$ cat config.mk
export PLATFORM = sky130hd
export DESIGN_NAME = mb_buf
export DESIGN_NICKNAME = d
export VERILOG_FILES = /design/src/rtl/mb_buf.sv
export SDC_FILE = /design/constraint.sdc
export NUM_CORES = 1
export LEC_CHECK = 0
export CAP_MARGIN = 20
export CELL_PAD_IN_SITES_DETAIL_PLACEMENT = 1
export CELL_PAD_IN_SITES_GLOBAL_PLACEMENT = 1
export CORE_ASPECT_RATIO = 0.5
export CORE_MARGIN = 1
export CORE_UTILIZATION = 47
export DETAILED_ROUTE_END_ITERATION = 8
export GPL_TIMING_DRIVEN = 0
export PLACE_DENSITY = 0.82
export SETUP_SLACK_MARGIN = 0.02
export SYNTH_ARGS = -nofsm -noshare
export SYNTH_HDL_FRONTEND = slang
export SYNTH_SLANG_ARGS = --single-unit
$ cat constraint.sdc
create_clock -name clk -period 4.5 [get_ports clk]
set_input_delay 0.9 -clock clk [delete_from_list [all_inputs] [get_ports clk]]
set_output_delay 0.9 -clock clk [all_outputs]
set_load 0.05 [all_outputs]
$ cat src/rtl/mb_buf.sv
// mb_buf: MBOX memory-buffer slice. It holds a block of word registers with
// per-word valid bits and a registered word select. A drain sequencer streams
// the block out in wrap-around order, and a channel FIFO can optionally swap
// halfwords as data is pushed.
module mb_buf #(
  parameter int WIDTH   = 36,
  parameter int NWORDS  = 4,
  parameter int CHDEPTH = 16
) (
  input  logic                       clk,
  input  logic                       reset,
  input  logic                       mbLoad,
  input  logic [$clog2(NWORDS)-1:0]  mbLoadIdx,
  input  logic [WIDTH-1:0]           mbIn,
  input  logic [$clog2(NWORDS)-1:0]  mbSel,
  input  logic                       mbSelHold,
  output logic [WIDTH-1:0]           mb,
  output logic                       mbParOdd,
  output logic [NWORDS-1:0]          mbValid,
  input  logic                       mbClear,
  input  logic                       drainStart,
  input  logic [$clog2(NWORDS)-1:0]  drainFirst,
  output logic [WIDTH-1:0]           drainData,
  output logic [$clog2(NWORDS)-1:0]  drainIdx,
  output logic                       drainValid,
  input  logic                       drainReady,
  output logic                       drainBusy,
  input  logic                       chWr,
  input  logic [WIDTH-1:0]           chIn,
  input  logic                       chReverse,
  input  logic                       chRd,
  output logic [WIDTH-1:0]           chOut,
  output logic [$clog2(CHDEPTH):0]   chCount,
  output logic                       chFull,
  output logic                       chEmpty
);

  localparam int IW   = $clog2(NWORDS);
  localparam int CW   = $clog2(CHDEPTH);
  localparam int HALF = WIDTH / 2;
  localparam logic [IW-1:0] LAST_CNT   = IW'(NWORDS - 1);
  localparam logic [CW:0]   FULL_COUNT = (CW + 1)'(CHDEPTH);

  typedef enum logic [1:0] {
    IDLE,
    RUN,
    DONE
  } drain_state_t;

  // ---------------------------------------------------------------------
  // Word store
  // ---------------------------------------------------------------------
  logic [WIDTH-1:0]  words [NWORDS];
  logic [NWORDS-1:0] load_mask;
  logic [IW-1:0]     sel_reg;

  // Word data is not reset; only the valid bits say whether it is meaningful.
  always_ff @(posedge clk) begin
    if (mbLoad) words[mbLoadIdx] <= mbIn;
  end

  // One-hot of the word being loaded this cycle, so a clear and a load together
  // leave just the loaded word marked valid.
  always_comb begin
    load_mask = '0;
    if (mbLoad) load_mask[mbLoadIdx] = 1'b1;
  end

  // Valid bits: clear first, then OR in the load.
  always_ff @(posedge clk) begin
    if (reset) mbValid <= '0;
    else       mbValid <= (mbClear ? '0 : mbValid) | load_mask;
  end

  // Registered select, frozen while mbSelHold is high.
  always_ff @(posedge clk) begin
    if (reset)           sel_reg <= '0;
    else if (!mbSelHold) sel_reg <= mbSel;
  end

  assign mb       = words[sel_reg];
  assign mbParOdd = ^mb;

  // ---------------------------------------------------------------------
  // Drain sequencer
  // ---------------------------------------------------------------------
  drain_state_t state, state_next;
  logic [IW-1:0] ptr, ptr_next;
  logic [IW-1:0] cnt, cnt_next;

  // State, word pointer and accepted-word count registers.
  always_ff @(posedge clk) begin
    if (reset) begin
      state <= IDLE;
      ptr   <= '0;
      cnt   <= '0;
    end else begin
      state <= state_next;
      ptr   <= ptr_next;
      cnt   <= cnt_next;
    end
  end

  // Next state and drain handshake outputs; the pointer wraps naturally
  // because NWORDS is a power of two.
  always_comb begin
    state_next = state;
    ptr_next   = ptr;
    cnt_next   = cnt;
    drainValid = 1'b0;
    drainBusy  = 1'b0;
    case (state)
      IDLE: begin
        if (drainStart) begin
          state_next = RUN;
          ptr_next   = drainFirst;
          cnt_next   = '0;
        end
      end
      RUN: begin
        drainValid = 1'b1;
        drainBusy  = 1'b1;
        if (drainReady) begin
          ptr_next = ptr + 1'b1;
          cnt_next = cnt + 1'b1;
          if (cnt == LAST_CNT) state_next = DONE;
        end
      end
      DONE: begin
        drainBusy  = 1'b1;
        state_next = IDLE;
      end
      default: state_next = IDLE;
    endcase
  end

  assign drainData = words[ptr];
  assign drainIdx  = ptr;

  // ---------------------------------------------------------------------
  // Channel FIFO
  // ---------------------------------------------------------------------
  logic [WIDTH-1:0] fifo_mem [CHDEPTH];
  logic [CW-1:0]    rd_ptr;
  logic [CW-1:0]    wr_ptr;
  logic [CW:0]      count;
  logic             do_push;
  logic             do_pop;
  logic [WIDTH-1:0] push_word;

  // A pop needs data; a push needs room, or a pop freeing a slot in the
  // same cycle (which is what lets push+pop proceed while full).
  assign do_pop    = chRd && !chEmpty;
  assign do_push   = chWr && (!chFull || do_pop);
  assign push_word = chReverse ? {chIn[HALF-1:0], chIn[WIDTH-1:HALF]} : chIn;

  // FIFO storage is not reset; the pointers and count define its contents.
  always_ff @(posedge clk) begin
    if (do_push) fifo_mem[wr_ptr] <= push_word;
  end

  // Pointers and occupancy count.
  always_ff @(posedge clk) begin
    if (reset) begin
      rd_ptr <= '0;
      wr_ptr <= '0;
      count  <= '0;
    end else begin
      if (do_push) wr_ptr <= wr_ptr + 1'b1;
      if (do_pop)  rd_ptr <= rd_ptr + 1'b1;
      count <= count + {{CW{1'b0}}, do_push} - {{CW{1'b0}}, do_pop};
    end
  end

  assign chOut   = fifo_mem[rd_ptr];
  assign chCount = count;
  assign chFull  = (count == FULL_COUNT);
  assign chEmpty = (count == '0);

endmodule
* After elaboration in Yosys (flattened, before gate mapping)
Memory sizes are Yosys's and may differ from the RTL's. A register that Yosys moved wholly into a read port is not among the register bits. Index checks and enable logic that the tools add are counted.
Word-level totals: bits in registers 25, bits in latches 0, RAM bits 720, ROM bits 0, input port bits 88, output and inout port bits 124, word-level logic and storage cells 66, memories 2
Cells by class: add/subtract/negate cells 6, multipliers 0, divide/modulo/power cells 0, magnitude comparators 2, eq/ne operators 7, shift-type cells 0, muxes and demuxes 27, bitwise operators 1, reductions and logical operators 13
Memories:
- fifo_mem | words 16, width 36, read ports 1, clocked after Yosys merged registers in 1, wr ports 1, line 143 | logic [WIDTH-1:0] fifo_mem [CHDEPTH];
- words | words 4, width 36, read ports 2, clocked after Yosys merged registers in 2, wr ports 1, line 53 | logic [WIDTH-1:0] words [NWORDS];
Operator list (count):
- $mux W36 | 1
- $reduce_xor A36 Y1 | 1
- $mux W2 | 11
- $mux W4 | 4
- $pmux W2 S2 | 3
- $add A4 B1 Y4 const B | 2
- $mux W1 | 7
- $ne A2 B2 Y1 const B | 3
- $reduce_and A3 Y1 | 2
- $add A5 B1 Y5 | 1
- $eq A5 B5 Y1 const B | 1
- $logic_not A5 Y1 | 1
- $sub A5 B1 Y5 | 1
- $add A2 B1 Y2 const B | 2
- $eq A2 B2 Y1 const B | 2
- $or A4 B4 Y4 | 1
- $logic_and A1 B1 Y1 | 3
- $lt A2 B3 Y1 const B | 1
- $demux W1 S2 | 1
- $eq A2 B1 Y1 const B | 1
- $ge A2 B1 Y1 const B | 1
- $logic_not A1 Y1 | 2
- $logic_not A2 Y1 | 1
- $reduce_bool A2 Y1 | 1
- other kinds (2) | 2

* Longest topological paths before layout
Gate-level depths: netlist (run 1).
word-level depth 7, depth in mapped cells 13, mapped depth without buffers 12

* Worst setup path before layout (run 1)
No wires, ideal clock.
path type register to register, start reg count[2] (netlist: chCount[2]), end mem fifo_mem[3][0] (enable), setup time 474 ps, data arrival time 4097 ps, data required time 4026 ps, path slack -71 ps, stages on the path, launching flop included 8, buffers on the path 1, clock period less this slack 4571 ps, cell sequence dfxtp_1 > inv_1 > ha_1 > nand3_1 > o21a_1 > clkbuf_1 > nand2_1 > nor3_1
Between the ends: cells in the longest elaborated chain, start to end 7
RTL lines:
- from (decl) | line 146 | logic [CW:0] count;
- from (signal assigned) | line 171 | count <= count + {{CW{1'b0}}, do_push} - {{CW{1'b0}}, do_pop};
- $logic_not A5 Y1 | line 178 | assign chEmpty = (count == '0);
- $logic_not A1 Y1 | line 153 | assign do_pop = chRd && !chEmpty;
- $logic_and A1 B1 Y1 | line 153
- $logic_or A1 B1 Y1 (*) | line 154 | assign do_push = chWr && (!chFull || do_pop);
- $logic_and A1 B1 Y1 (*) | line 154
- $mux W1 (*) | line 159 | if (do_push) fifo_mem[wr_ptr] <= push_word;
- $mux W1 (not written as such) (*) | line 159
- to (decl) | line 143
Every way passes the cells marked *; elsewhere a longest branch is shown, timed or not.

==> results of run 1 <==
[per-layer routing]
metal | up-vias | routed length (um)
li1 | 6115 | -
met1 | 8212 | 29960
met2 | 828 | 41720
met3 | 172 | 5565
met4 | 0 | 2648
met5 | - | 0
[worst min path at each step]
| stage | startpoint | endpoint |
|---|---|---|
| floorplan | sel_reg[0] | flop |
| global placement | mbValid[1] | mbValid[1] |
| detailed placement | mbValid[2] | mbValid[2] |
| CTS | mbValid[2] | mbValid[2] |
| global route | mbValid[1] | mbValid[1] |
| finish | mbValid[2] | mbValid[2] |
[what timing repair did]
action,4_1_cts,5_1_grt
endpoints found under the setup margin,67,1
resized for setup,99,1
pin swaps,0,0
hold buffers,0,0
[power breakdown]
part           switching (mW)  internal (mW)  leakage [nW]
registers               0.139           7.95          6.80
logic                    2.92           1.98          3.39
clock network            2.68           3.22          1.08
total                    5.73           13.2          11.3
[metrics by stage]
step,hold slack [ps],instance area [um2],power [mW]
after floorplan,466.9,29960,11.56
after global placement,470.8,33080,13.00
after detailed placement,487.7,33800,13.20
after CTS,501.2,36040,19.00
after global routing,525.3,36050,19.38
final,510.0,36050,18.88
[worst reg2reg max path, stage by stage, from the launching register on]
cell	delay (ps)
dfxtp_1	370
inv_1	80
ha_1	210
nand3_1	110
o21a_1	110
clkbuf_1	360
nand2_1	370
nor3_2	880
buf_6	270
[cell usage after synthesis, drive strengths merged, types with 2 or more instances]
library cell    n  area share
nor3b           2     0.00050
o21a            2     0.00050
nor3            5     0.00084
edfxtp        720        0.72
dfxtp          33       0.022
mux2i           2     0.00067
mux2           36       0.014
clkbuf         45      0.0056
xnor2          33       0.010
inv            11      0.0014
ha             13      0.0054
buf            22      0.0044
a21oi          14      0.0023
o21ai           5     0.00084
nand4           3     0.00063
nand2          17      0.0021
xor2            9      0.0026
or3             2     0.00042
mux4          252        0.19
nand3           4     0.00067
nor2           35      0.0044
nand2b          5      0.0010
nor2b           5      0.0010
[final cells by class]
class / count / area, um2
Sequential cell: 753 / 22280
Multi-Input combinational cell: 455 / 7477
Buffer: 64 / 374.1
Timing Repair Buffer: 243 / 2629
Inverter: 11 / 41.29
Tap cell: 825 / 1032
Clock buffer: 79 / 1743
Clock inverter: 43 / 469.2
Fill cell: 5190 / 26010
[kinds of logic after synthesis]
logic type	after synthesis
muxes	290
DFF	753
buffers and inverters	78
adders and majority gates	14
AOI/OAI and AO/OA	27
and+or+nand+nor	81
xor gates and xnor gates	43
==> impl_metrics.py, run 1 <==
metrics = {
    "logic_synthesis": {
        "ys_types": 40,
        "synth-xor-area-share": 0.01354,
        "syn_nets": 1388,
        "syn_area_um2": 29950,
        "ys_seq_area_frac": 0.7440,
        "synth_fa_ha_area_frac": 0.006100,
        "avgSynthCellArea_um2": 23.29,
        "syn_inst": 1286,
        "ys_seq_elements": 753,
        "synth_top_family_by_area": "multiplexers",
        "synthMuxAreaShare": 0.2074,
        "yosys_warnings": 0,
        "synth_compound_area_frac": 0.005139,
        "synthFlopType": "edfxtp_1",
        "synth_edf_count": 720,
        "synth-simple-area-share": 0.01245,
        "synth-async-reset-ratio": 0,
    },
    "global_route": {
        "antenna_found_initial": 1,
        "met1_usage": 0.3098,
        "grt.overflow.total": 0,
        "grt_max_degree": 29,
        "grt_pass1_wl_mm": 115.3,
        "first_global_vias": 16500,
        "busiest_layer": "met2",
        "use_met3": 0.04562,
        "grt_usage": 0.2482,
        "use_met2": 0.4379,
    },
    "run_status": {
        "status": "finished, final reports clean",
    },
    "finish": {
        "fin_util": 0.5809,
        "largest_register": "fifo_mem",
        "area_growth_pct": 20.38,
        "mostFrequentLayoutCells": "edfxtp_1, mux4_2, clkdlybuf4s50_1",
        "layout_commonest_cell": "edfxtp_1",
        "n_antenna_cell": 0,
        "nNetsFinal": 1697,
        "largest_reg_flops": 576,
        "layout-drive-gt1-share": 0.2767,
        "stdcell_count": 2473,
    },
    "cts": {
        "htree_levels": 3,
        "cts_sinks": 753,
        "cts_tree": "yes",
        "root_buffer": "clkbuf_16",
        "numCtsBuffers": 67,
        "postCtsSetupBuffers": 0,
        "clk_latency_ps": 630,
        "clk_path_buf_depth": 3,
        "clk_transition_reported_paths_ps": 70,
    },
    "detailed_routing": {
        "drc": 0,
        "ant_nets": 0,
        "drt_wl_total_mm": 79.89,
        "num_vias": 15330,
        "vias_per_cell": 6.198,
        "drt_iter0_markers": 1696,
        "routedWlPerCell_um": 32.31,
        "first_pass_iters": 5,
    },
    "floorplan": {
        "dieWidth_um": 359.0,
        "io_pins": 212,
        "dieArea_um2": 64790,
        "initial_core_util": 0.4826,
        "core_area_um2": 62060,
        "row_count": 64,
        "die_y_um": 180.5,
    },
    "critical_path": {
        "timing.critical_path.mode_cell": "mux4_2",
        "endpoint_kind": "primary output",
        "critPathMaxFanout": 10,
        "cp.arrival_ps": 3480,
        "rrSetupSlack_ps": 1420,
        "cp_num_buf_inv": 3,
        "r2r-end": "fifo_mem[0][19]",
        "r2r_start": "chCount[2]",
        "max_stage_delay_ps": 570,
        "crit_cells": 5,
        "crit_end": "chOut[9]",
        "cp-start-kind": "flop",
        "worstPathRequired_ps": 3600,
        "r2r_cells": 8,
        "crit_family": "buffers and inverters",
        "crit_path_top_delay_cell": "mux4_2",
        "criticalPathCategory": "reg2out",
        "path_cells": "buf_2 -> buf_4 -> mux4_2 -> mux4_2 -> dlygate4sd2_1",
    },
    "hold_path": {
        "hold_path_depth": 2,
        "hp-class": "reg2reg",
    },
    "power_and_ir_drop": {
        "p_leak_nw": 11.27,
        "ir_worst_vdd_mv": 0.2399,
        "powerDensity_nw_per_um2": 523.8,
    },
    "place": {
        "dp_cells": 2354,
        "place_congestion": 0.7589,
        "dp_slack_ps": -498.2,
        "place_hpwl_mm": 49.12,
        "portBuffers": 209,
    },
    "job": {
        "maxCapViolations": 0,
    },
    "timing": {
        "hold_viol_final": 0,
        "setup_violations": 0,
        "fin_crit_sh": 0.9724,
        "max_slew_margin": 0.3027,
        "drv_slew": 0,
        "skew_ps": 22.57,
        "tns_ps": 0,
        "setup_ws_ps": 124.1,
        "rsz0062_at_grt": "no",
        "min_period_ps": 4376,
        "timing.fmax_mhz": 228.5,
        "tightestPinTransition_ps": 1040,
    },
}
(Power assumes the default switching activity.)
==> run 2, diff against run 1 <==
Settings changed: CORE_MARGIN 1 to unset, REMOVE_ABC_BUFFERS set to 1.
==> impl_metrics.py, run 2 (synthesis results as in run 1) <==
metrics = {
    "run_status": {
        "status": "finished, final reports clean",
    },
    "cts": {
        "cts_sinks": 753,
        "cts_tree": "yes",
        "clk_transition_reported_paths_ps": 60,
        "root_buffer": "clkbuf_16",
        "clk_latency_ps": 630,
        "clk_path_buf_depth": 3,
        "numCtsBuffers": 68,
        "htree_levels": 3,
        "cts.hold.buffers_added": 0,
    },
    "timing": {
        "tightestPinTransition_ps": 1189,
        "max_slew_margin": 0.2033,
        "fin_crit_sh": 0.9570,
        "drv_slew": 0,
        "timing.fmax_mhz": 232.2,
        "hold_slack_ps": 501.5,
        "tns_ps": 0,
        "skew_ps": 32.14,
        "hold_viol_final": 0,
        "setup_ws_ps": 193.6,
        "setup_violations": 0,
        "rsz0062_at_grt": "no",
        "min_period_ps": 4306,
    },
    "critical_path": {
        "cp-start-kind": "flop",
        "path_cells": "buf_16 -> buf_12 -> mux4_2 -> mux4_2 -> dlygate4sd2_1",
        "endpoint_kind": "primary output",
        "crit_path_top_delay_cell": "dfxtp_4",
        "critPathMaxFanout": 67,
        "timing.critical_path.mode_cell": "mux4_2",
        "worstPathRequired_ps": 3600,
        "max_stage_delay_ps": 640,
        "criticalPathCategory": "reg2out",
        "cp.arrival_ps": 3410,
    },
    "finish": {
        "fin_util": 0.5843,
        "largest_register": "fifo_mem",
        "final_design_area_no_fill_um2": 36260,
        "largest_reg_flops": 576,
        "layout_commonest_cell": "edfxtp_1",
        "layout-drive-gt1-share": 0.2782,
        "area_growth_pct": 21.08,
        "nNetsFinal": 1661,
        "mostFrequentLayoutCells": "edfxtp_1, mux4_2, clkdlybuf4s50_1",
    },
    "global_route": {
        "grt.overflow.total": 0,
        "antenna_found_initial": 4,
        "first_global_vias": 16120,
        "grt_usage": 0.2433,
        "grt_max_degree": 68,
        "grt_pass1_wl_mm": 113.8,
    },
    "place": {
        "dp_slack_ps": -83.67,
        "place_hpwl_mm": 45.38,
        "place_area_um2": 33880,
        "place_congestion": 0.7968,
        "portBuffers": 211,
    },
    "detailed_routing": {
        "routedWlPerCell_um": 32.04,
        "drt_iter0_markers": 1739,
        "first_pass_iters": 5,
        "drc": 0,
        "num_vias": 15110,
        "ant_nets": 0,
        "drt_wl_total_mm": 78.01,
        "vias_per_cell": 6.205,
    },
    "floorplan": {
        "core_area_um2": 62060,
        "dieWidth_um": 359.0,
        "die_y_um": 180.5,
        "initial_core_util": 0.4826,
        "dieArea_um2": 64790,
        "io_pins": 212,
        "row_count": 64,
    },
    "power_and_ir_drop": {
        "p_leak_nw": 11.26,
        "p_seq_frac": 0.428,
        "internal_power_mw": 13.45,
        "switchingPower_mw": 5.566,
        "swShare": 0.2926,
        "combPwrFrac": 0.253,
        "clkPwrFrac": 0.320,
        "ir_worst_vdd_mv": 0.3033,
        "powerDensity_nw_per_um2": 524.6,
    },
    "job": {
        "maxCapViolations": 0,
    },
    "hold_path": {
        "hp-class": "reg2reg",
    },
}
==> run 2: final cells by class <==
class                           instances  area, um2
Fill cell                            5084      25800
Multi-Input combinational cell        455       7457
Tap cell                              825       1032
Antenna cell                            3      7.507
Inverter                               11      41.29
Timing Repair Buffer                  270       3132
Clock inverter                         35      485.5
Clock buffer                           83       1800
Sequential cell                       753      22300
==> run 2: timing repair <==
action | in CTS | in global routing
pin swaps | 1 | 0
resized for setup | 18 | 0
setup buffers | 4 | 4
cloned | 0 | 0
setup endpoints to repair | 30 | 1
hold endpoints to repair | 0 | 0
==> run 2: through the flow <==
step                      total power, mW  cells
final                               19.02   2435
after CTS                           19.16   2428
after global placement              12.69   2255
after global routing                19.55   2434
after floorplan                     11.79   1219
after detailed placement            13.04   2306
==> run 2: critical path: cells and delay by family, from the launching register on <==
| kind | cells | cell delay (ps) |
|---|---|---|
| multiplexers | 2 | 940 |
| buffers and inverters | 3 | 1150 |
| flip-flops | 1 | 640 |
==> run 2: metal layers <==
metal  global-route usage  wire length [um]  vias up
li1                     -                 -     6037
met1               0.3096             29310     8067
met2               0.4173             40110      857
met3              0.05762              6522      145
met4              0.07416              2072        2
met5                    0                 7        -
==> run 2: power by group through the flow <==
stage,logic (mW),registers (mW),clock network (mW)
detailed placement,4.67,8.37,0
global route,5.01,8.16,6.38
floorplan,3.18,8.61,0
CTS,4.84,8.14,6.19
global placement,4.06,8.64,0
finish,4.80,8.13,6.08
==> run 2: worst paths after layout <==
| path | startpoint | endpoint | slack (ps) | cells after the start |
|---|---|---|---|---|
| worst max-delay path | flop | chOut[2] | 190 | 5 |
| worst min-delay path | mbValid[3] | mbValid[3] | 500 | 2 |
| worst max register to register | chCount[2] | fifo_mem[1][34] | 1220 | 9 |
| worst min register to register | mbValid[3] | mbValid[3] | 500 | 2 |
